File: src/rtl/nfu_pkg.sv
// Shared NFU constants, per-level pipeline tag type and saturation-bound helpers.
// Used by the NFU-2 accumulation tree (nfu2_acc_tree) and its adder (sat_add).
package nfu_pkg;

    localparam int N_DEF      = 16;
    localparam int Q_DEF      = 10;
    localparam int NUM_IN_DEF = 4;

    // Sideband that travels with every tree level; last is only meaningful when valid.
    typedef struct packed {
        logic valid;
        logic last;
    } stage_tag_t;

    // Largest positive n-bit two's complement value, zero-extended to 64 bits.
    function automatic logic [63:0] SAT_MAX(input int n);
        return (64'd1 << (n - 1)) - 64'd1;
    endfunction

    // Most negative n-bit two's complement value; the low n bits are 100..0.
    function automatic logic [63:0] SAT_MIN(input int n);
        return ~SAT_MAX(n);
    endfunction

endpackage

File: src/rtl/sat_add.sv
// Combinational N-bit signed adder: saturating when NFU2_SAT_EN is defined,
// wrapping modulo 2^N otherwise.
module sat_add
    import nfu_pkg::*;
#(
    parameter int N = N_DEF
) (
    input  logic [N-1:0] a,
    input  logic [N-1:0] b,
    output logic [N-1:0] y
);

`ifdef NFU2_SAT_EN
    localparam logic [N-1:0] MAX_V = N'(SAT_MAX(N));
    localparam logic [N-1:0] MIN_V = N'(SAT_MIN(N));

    logic [N:0] ext;

    assign ext = {a[N-1], a} + {b[N-1], b};

    // Disagreeing top two bits of the sign-extended sum flag overflow; ext[N] is the true sign.
    // NOTE: y is assigned on every path (default arm) so no latch is inferred.
    always_comb begin
        case ({ext[N], ext[N-1]})
            2'b01:   y = MAX_V;
            2'b10:   y = MIN_V;
            default: y = ext[N-1:0];
        endcase
    end
`else
    assign y = a + b;
`endif

endmodule

File: src/rtl/nfu2_acc_tree.sv
// NFU-2: registered binary adder tree over NUM_IN product lanes feeding a group accumulator.
// Build option: define NFU2_SAT_EN for saturating additions (default wraps modulo 2^N).
module nfu2_acc_tree
    import nfu_pkg::*;
#(
    parameter int N      = N_DEF,
    parameter int Q      = Q_DEF,
    parameter int NUM_IN = NUM_IN_DEF
) (
    input  logic                  clk,
    input  logic                  rst,
    input  logic                  in_valid,
    output logic                  in_ready,
    input  logic [NUM_IN*N-1:0]   in_data,
    input  logic                  in_last,
    output logic                  out_valid,
    input  logic                  out_ready,
    output logic [N-1:0]          out_data
);

    localparam int L = $clog2(NUM_IN);

    if (NUM_IN < 2 || (NUM_IN & (NUM_IN - 1)) != 0) begin : g_bad_num_in
        $error("nfu2_acc_tree: NUM_IN must be a power of two and at least 2");
    end
    if (Q < 0 || Q >= N) begin : g_bad_q
        $error("nfu2_acc_tree: Q must lie in [0, N-1]");
    end

    // The whole pipeline moves as one unit; a held output stalls every stage behind it.
    logic advance;

    assign advance  = !out_valid || out_ready;
    assign in_ready = advance;

    for (genvar k = 0; k < L; k++) begin : g_lvl
        localparam int LANES_IN  = NUM_IN >> k;
        localparam int LANES_OUT = LANES_IN / 2;

        logic [LANES_IN*N-1:0]  src_data;
        stage_tag_t             src_tag;
        logic [LANES_OUT*N-1:0] sum;
        logic [LANES_OUT*N-1:0] data_q;
        stage_tag_t             tag_q;

        if (k == 0) begin : g_head
            assign src_data = in_data;
            assign src_tag  = '{valid: in_valid, last: in_valid && in_last};
        end else begin : g_body
            assign src_data = g_lvl[k-1].data_q;
            assign src_tag  = g_lvl[k-1].tag_q;
        end

        for (genvar j = 0; j < LANES_OUT; j++) begin : g_add
            sat_add #(.N(N)) u_add (
                .a (src_data[(2*j)*N +: N]),
                .b (src_data[(2*j+1)*N +: N]),
                .y (sum[j*N +: N])
            );
        end

        always_ff @(posedge clk) begin
            if (rst) begin
                tag_q <= '0;
            end else if (advance) begin
                tag_q <= src_tag;
            end
        end

        // NOTE: tree data needs no reset; the cleared tag marks it as a bubble until real data arrives.
        always_ff @(posedge clk) begin
            if (advance) begin
                data_q <= sum;
            end
        end
    end

    logic [N-1:0] tree_sum;
    stage_tag_t   tree_tag;
    logic [N-1:0] acc;
    logic [N-1:0] acc_sum;

    assign tree_sum = g_lvl[L-1].data_q;
    assign tree_tag = g_lvl[L-1].tag_q;

    sat_add #(.N(N)) u_acc_add (
        .a (acc),
        .b (tree_sum),
        .y (acc_sum)
    );

    // Advancing implies the current output (if any) is consumed, so out_valid drops unless reloaded.
    always_ff @(posedge clk) begin
        if (rst) begin
            acc       <= '0;
            out_data  <= '0;
            out_valid <= 1'b0;
        end else if (advance) begin
            out_valid <= 1'b0;
            if (tree_tag.valid) begin
                if (tree_tag.last) begin
                    out_data  <= acc_sum;
                    out_valid <= 1'b1;
                    acc       <= '0;
                end else begin
                    acc <= acc_sum;
                end
            end
        end
    end

endmodule

File: config.mk
export PLATFORM = sky130hd
export DESIGN_NAME = nfu2_acc_tree
export DESIGN_NICKNAME = d
export VERILOG_FILES = /design/src/rtl/nfu_pkg.sv /design/src/rtl/sat_add.sv /design/src/rtl/nfu2_acc_tree.sv
export SDC_FILE = /design/constraint.sdc
export NUM_CORES = 1
export LEC_CHECK = 0
export CELL_PAD_IN_SITES_DETAIL_PLACEMENT = 1
export CELL_PAD_IN_SITES_GLOBAL_PLACEMENT = 1
export CORE_UTILIZATION = 46
export DETAILED_ROUTE_END_ITERATION = 10
export GPL_ROUTABILITY_DRIVEN = 0
export GPL_TIMING_DRIVEN = 0
export PLACE_DENSITY = 0.95
export SYNTH_ARGS = -nofsm -noshare
export SYNTH_HDL_FRONTEND = slang
export SYNTH_SLANG_ARGS = --single-unit
File: constraint.sdc
create_clock -name clk -period 4.25 [get_ports clk]
set_clock_uncertainty 0.1 [all_clocks]
set_input_delay 0.85 -clock clk [delete_from_list [all_inputs] [get_ports clk]]
set_output_delay 0.85 -clock clk [all_outputs]
set_load 0.02 [all_outputs]
# [Word level (Yosys, flattened, before mapping)]
# Cells that the tools add are included.
[totals] out_inout_bits=18 mem_bits_ro=0 in_bits=69 regBits=85 ram_bits=0 latchBits=0 word_cells=21 mem_count=0
[op_classes] n_eq_ne=0 reduce_logical=5 order_cmp=0 bitwise_logic=0 shifts=0 add_sub_neg=4 muxes=3 n_mul=0 div_mod_pow=0
[ops] op="16-bit adder" n=4
[ops] op="16-bit 2-to-1 mux" n=1
[ops] op="3-bit AND reduction" n=1
[ops] op="1-bit 2-to-1 mux" n=2
[ops] op="2-bit AND reduction" n=1
[ops] op="1-bit logical AND" n=1
[ops] op="1-bit logical NOT" n=1
[ops] op="1-bit logical OR" n=1

# [Logic depth before layout (Yosys ltp)]
[depth] word_depth=3 mapped_depth=8 depth_no_buf=8

# [Cells and area by module]
# Synthesis repeated with hierarchy kept, for this count alone.
[hier_totals] hier_cells=623 area_unflattened_um2=6034.5
[by_module_without_submodules] mod="nfu2_acc_tree" n_inst=1 seq_area_each_um2=2182.1 cells_each=219 area_each_um2=2976.6
[by_module_without_submodules] mod="sat_add (g_lvl[0].g_add[0].u_add ...)" n_inst=2 seq_area_each_um2=0.0 cells_each=98 area_each_um2=724.4
[by_module_without_submodules] mod="sat_add (u_acc_add)" n_inst=1 seq_area_each_um2=0.0 cells_each=104 area_each_um2=805.8
[by_module_without_submodules] mod="sat_add (g_lvl[1].g_add[0].u_add)" n_inst=1 seq_area_each_um2=0.0 cells_each=104 area_each_um2=803.3

# [Worst setup path after synthesis]
# No wires, ideal clock.
[synth_timing] path_kind="input -> register" startpoint="in out_ready" endpoint="reg acc[15]" cell_stages=7 required_time_ns=4.088 arrival_ns=2.705 slack_ns=1.383 path_buffers=2 setup_time_ns=0.062 cell_sequence="nand2b_1 buf_2 nand2_1 or3_1 clkbuf_1 a211o_1 nand3_1"
[synth_between] elab_chain_cells=2
[synth_lines] element="start: declaration" line="nfu2_acc_tree.sv:17" rtl="input logic out_ready,"
[synth_lines] element="1-bit logical OR" line="nfu2_acc_tree.sv:33" rtl="assign advance = !out_valid || out_ready;"
[synth_lines] element="net in_ready" line="nfu2_acc_tree.sv:13" rtl="output logic in_ready,"
[synth_lines] element="2-bit AND reduction (no line)"
[synth_lines] element="end signal: assignment" line="nfu2_acc_tree.sv:106" rtl="acc <= acc_sum;"
[synth_lines] element="end: declaration" line="nfu2_acc_tree.sv:80" rtl="logic [N-1:0] acc;"
# The timed path passes the listed nets, and every way through them passes these cells.
# A chain may end at the register's enable or synchronous reset.

# [Worst setup path in the final report]
[layout_timing] startpoint="in out_ready" endpoint="out in_ready"
[layout_between] elab_chain_cells=1
[layout_lines] element="1-bit logical OR" line="nfu2_acc_tree.sv:33"
[layout_lines] element="end: declaration" line="nfu2_acc_tree.sv:13"
# Every way passes these cells.

==> impl_metrics.yaml <==
run_status:
  run_status: "completed"
global_routing:
  global_route_wire_length_before_repair_um: 24650
  grt_max_degree: 59
  globalRoute.totalOverflow: 0
  globalRouteTotalUtil_pct: 24.48
  initial_antenna_violation_count: 0
  vias_in_the_first_global_route: 5271
die:
  die_height_um: 112.5
  width_of_the_die_um: 112.5
  area_of_the_core_region_um2: 11960
  io_pins: 87
  placement_rows: 40
  design.die.area_um2: 12660
  floorplan.initialDensity_pct: 46.98
power:
  sw_share_pct: 35.51
  power.share.sequential_pct: 35.7
  total_switching_power_uw: 1153
  total_internal_power_uw: 2093
  pwr_density_cell_nw_per_um2: 467.2
  max-vdd-ir-drop_uv: 265.8
  combinationalPowerShare_pct: 40.4
  p_total_uw: 3246
  p_clk_share_pct: 23.9
  power.leakage_uw: 0.002832
sta:
  fmaxAchievable_mhz: 266.8
  final.hold.worst_slack_ns: 0.3644
  final_critical_path_required_period_ns: 3.748
  final_min_period_over_clock_period_pct: 88.18
  slew_viol_final: 0
  worstMarginPinSlew_ns: 0.7863
  rsz0062_at_grt: "no"
  finalHoldViolCount: 0
  slew_headroom_pct: 47.58
  setup_total_negative_slack_ns: 0
  final-setup-viol-count: 0
finish:
  layout.core_utilization_pct: 58.09
  final_net_count: 799
  num_antenna_cells: 0
  fraction_of_final_layout_cells_with_drive_strength_greater_than_1_pct: 5.365
  final_cell_count_without_fillers: 818
  areaGrowthSynthToFinish_pct: 23.65
synthesis:
  synth_flop_cell: "sky130_fd_sc_hd__edfxtp_1"
  postSynth.asyncResetShare_pct: 0
  count_of_distinct_cell_types_in_the_synthesized_netlist: 59
  post_synthesis_net_count: 703
  yosys.area.top_type: "sky130_fd_sc_hd__edfxtp_1"
  mappedNetlistArea_um2: 5619
  sequential_area_share_after_synthesis_pct: 38.83
  synth_largest_type_area_fraction_pct: 25.65
  synthesis.area_per_instance_um2: 9.858
  synth_instances: 570
  ys.warnings.count: 0
  flop_and_latch_count_out_of_synthesis: 85
  netlist_top_cells_area: "sky130_fd_sc_hd__edfxtp_1 (26%), sky130_fd_sc_hd__ha_1 (13%), sky130_fd_sc_hd__dfxtp_1 (13%)"
  synth_edf_count: 48
clock_network:
  htreeDepth: 3
  worstSkewPairLatency_ns: 0.35
  cts_setup_buffers: 0
  tritoncts_num_sinks: 85
  cts_hold_repair.buffers: 0
  root_buffer: "sky130_fd_sc_hd__clkbuf_16"
  clk_transition_reported_paths_ns: 0.06
  max-clock-path-buffers: 2
  tritoncts: "done"
  cts_buffers: 9
setup_path:
  critical_path.startpoint_type: "input pin"
  path_cells: "clkdlybuf4s50_1 > nand2b_1 > clkbuf_4 > clkdlybuf4s50_1"
  critical_path.endpoint_type: "output pin"
  critical_path.top_delay_family: "buffers and inverters"
  launch_point_of_the_worst_reg_to_reg_path: "g_lvl[0].data_q[0]$_DFFE_PN_"
  timing.setup.critical_path_class: "in -> out"
  critPathMostFrequentCell: "sky130_fd_sc_hd__clkdlybuf4s50_1"
  critical_path.max_fanout: 58
  timing.critical_path.buf_inv: 3
  cp.required_ns: 3.30
  critPathLaunch: "out_ready"
  cp_slowest_stage_delay_ns: 0.74
  cpMaxStageDelayCell: "sky130_fd_sc_hd__clkdlybuf4s50_1"
  setup.reg_to_reg.worst_slack_ns: 1.41
  data_arrival_time_of_the_critical_path_ns: 2.80
routing:
  detail_route.wirelength_um: 14920
  post-route-drc-count: 0
  first_pass_iters: 5
  drt-vias-per-instance: 5.850
  drtIter0Drc: 213
  num_vias: 4785
  drt.antenna.violating_nets: 0
  wl_per_cell_um: 18.24
min_path:
  hp-start: "out_data[9]$_SDFFE_PP0P_"
  holdCritPathClass: "reg -> reg"
place:
  place_inst: 802
  port-buffer-count: 85
  dp_hpwl_um: 11870
run:
  timing.max_cap.violations: 0
sequential cells by signal, summed over array words and instances (netlist names):
signal / flops
g_lvl.data_q: 48
acc: 16
out_data: 16
g_lvl.tag_q: 4
out_valid: 1
layout by cell type, fill, tap and decap left out, types with 6 or more instances in the layout:
cell type / Yosys / final
sky130_fd_sc_hd__clkdlybuf4s50_1: 0 / 85
sky130_fd_sc_hd__ha_1: 60 / 60
sky130_fd_sc_hd__a21oi_1: 55 / 55
sky130_fd_sc_hd__edfxtp_1: 48 / 48
sky130_fd_sc_hd__nand2_1: 40 / 40
sky130_fd_sc_hd__dfxtp_1: 37 / 37
sky130_fd_sc_hd__nor2_1: 35 / 35
sky130_fd_sc_hd__xnor2_1: 28 / 28
sky130_fd_sc_hd__o21ai_0: 27 / 27
sky130_fd_sc_hd__xor2_1: 23 / 23
sky130_fd_sc_hd__a21o_1: 22 / 22
sky130_fd_sc_hd__inv_1: 20 / 20
sky130_fd_sc_hd__clkbuf_1: 11 / 13
sky130_fd_sc_hd__nand3_1: 11 / 11
sky130_fd_sc_hd__o21bai_1: 11 / 11
sky130_fd_sc_hd__o21ai_1: 11 / 11
sky130_fd_sc_hd__nor3_1: 10 / 10
sky130_fd_sc_hd__clkbuf_16: 0 / 9
sky130_fd_sc_hd__nand3b_1: 8 / 8
sky130_fd_sc_hd__and3_1: 6 / 6
sky130_fd_sc_hd__a31oi_1: 6 / 6
sky130_fd_sc_hd__nand2b_1: 6 / 6
sky130_fd_sc_hd__a22oi_1: 6 / 6
per-layer routing:
layer	up-vias	wire length (um)	GRT usage [%]
met5	-	0	0
met4	0	406	11.91
met3	33	395	2.754
met2	117	8127	47.29
met1	2319	5992	26.39
li1	2316	-	-
power by group through the flow:
| stage | Clock (uW) | Sequential (uW) | Combinational (uW) |
|---|---|---|---|
| 5_1_grt | 812 | 1170 | 1430 |
| 4_1_cts | 783 | 1160 | 1300 |
| 2_1_floorplan | 0 | 1150 | 938 |
| 6_report | 776 | 1160 | 1310 |
| 3_3_place_gp | 0 | 1160 | 1170 |
| 3_5_place_dp | 0 | 1170 | 1280 |
path summary, 6_finish.rpt:
path / endpoint / cells after the start
min reg2reg: out_data[9]$_SDFFE_PP0P_ / 2
min: out_data[9]$_SDFFE_PP0P_ / 2
max: in_ready / 4
max reg2reg: g_lvl[1].data_q[14]$_DFFE_PN_ / 8
synth_stat cells (6+ instances only):
master and n:
sky130_fd_sc_hd__nand2_1 40, sky130_fd_sc_hd__nand3_1 11, sky130_fd_sc_hd__nor3_1 10, sky130_fd_sc_hd__nor2_1 35, sky130_fd_sc_hd__o21ai_1 11, sky130_fd_sc_hd__edfxtp_1 48, sky130_fd_sc_hd__a21oi_1 55, sky130_fd_sc_hd__o21bai_1 11
sky130_fd_sc_hd__and3_1 6, sky130_fd_sc_hd__o21ai_0 27, sky130_fd_sc_hd__nand3b_1 8, sky130_fd_sc_hd__nand2b_1 6, sky130_fd_sc_hd__inv_1 20, sky130_fd_sc_hd__a31oi_1 6, sky130_fd_sc_hd__ha_1 60, sky130_fd_sc_hd__clkbuf_1 11
sky130_fd_sc_hd__a21o_1 22, sky130_fd_sc_hd__xor2_1 23, sky130_fd_sc_hd__xnor2_1 28, sky130_fd_sc_hd__a22oi_1 6, sky130_fd_sc_hd__dfxtp_1 37
what timing repair did:
item | 4_1_cts | 5_1_grt
setup endpoints to repair | 0 | 1
gates resized for setup | 0 | 1
endpoints found under the hold margin | 0 | 0
cell families (layout without fill, tap and decap cells):
kind of cell | Yosys count | count (layout) | synth area share, %
AO/OA/AOI/OAI | 187 | 187 | 22.29
AND/OR/NAND/NOR | 142 | 142 | 12.43
flip-flops | 85 | 85 | 38.83
adder cells (fa/ha/maj) | 64 | 64 | 14.79
XOR/XNOR | 52 | 52 | 8.350
buffers and inverters | 35 | 136 | 2.427
multiplexers | 5 | 5 | 0.8907
worst min-delay path, cell delays in order (launching register included):
cell and delay, ns:
sky130_fd_sc_hd__dfxtp_1 0.31, sky130_fd_sc_hd__nand2_1 0.05, sky130_fd_sc_hd__a21oi_1 0.05
layout make-up:
class / count / area [um2]
Sequential cell: 85 / 2182
Tap cell: 147 / 183.9
Inverter: 20 / 75.07
Clock inverter: 5 / 58.81
Clock buffer: 11 / 232.7
Multi-Input combinational cell: 450 / 3301
Fill cell: 1330 / 5014
Buffer: 15 / 63.81
Timing Repair Buffer: 85 / 850.8
metrics by stage:
step	setup slack (ns)	cell area, um2
4_1_cts	0.1112	6945
6_report	0.5023	6948
5_1_grt	0.3834	6948
2_1_floorplan	1.383	5619
3_5_place_dp	0.1045	6654
3_3_place_gp	0.2030	6654
Note: power is estimated with default switching activity, not from simulation.
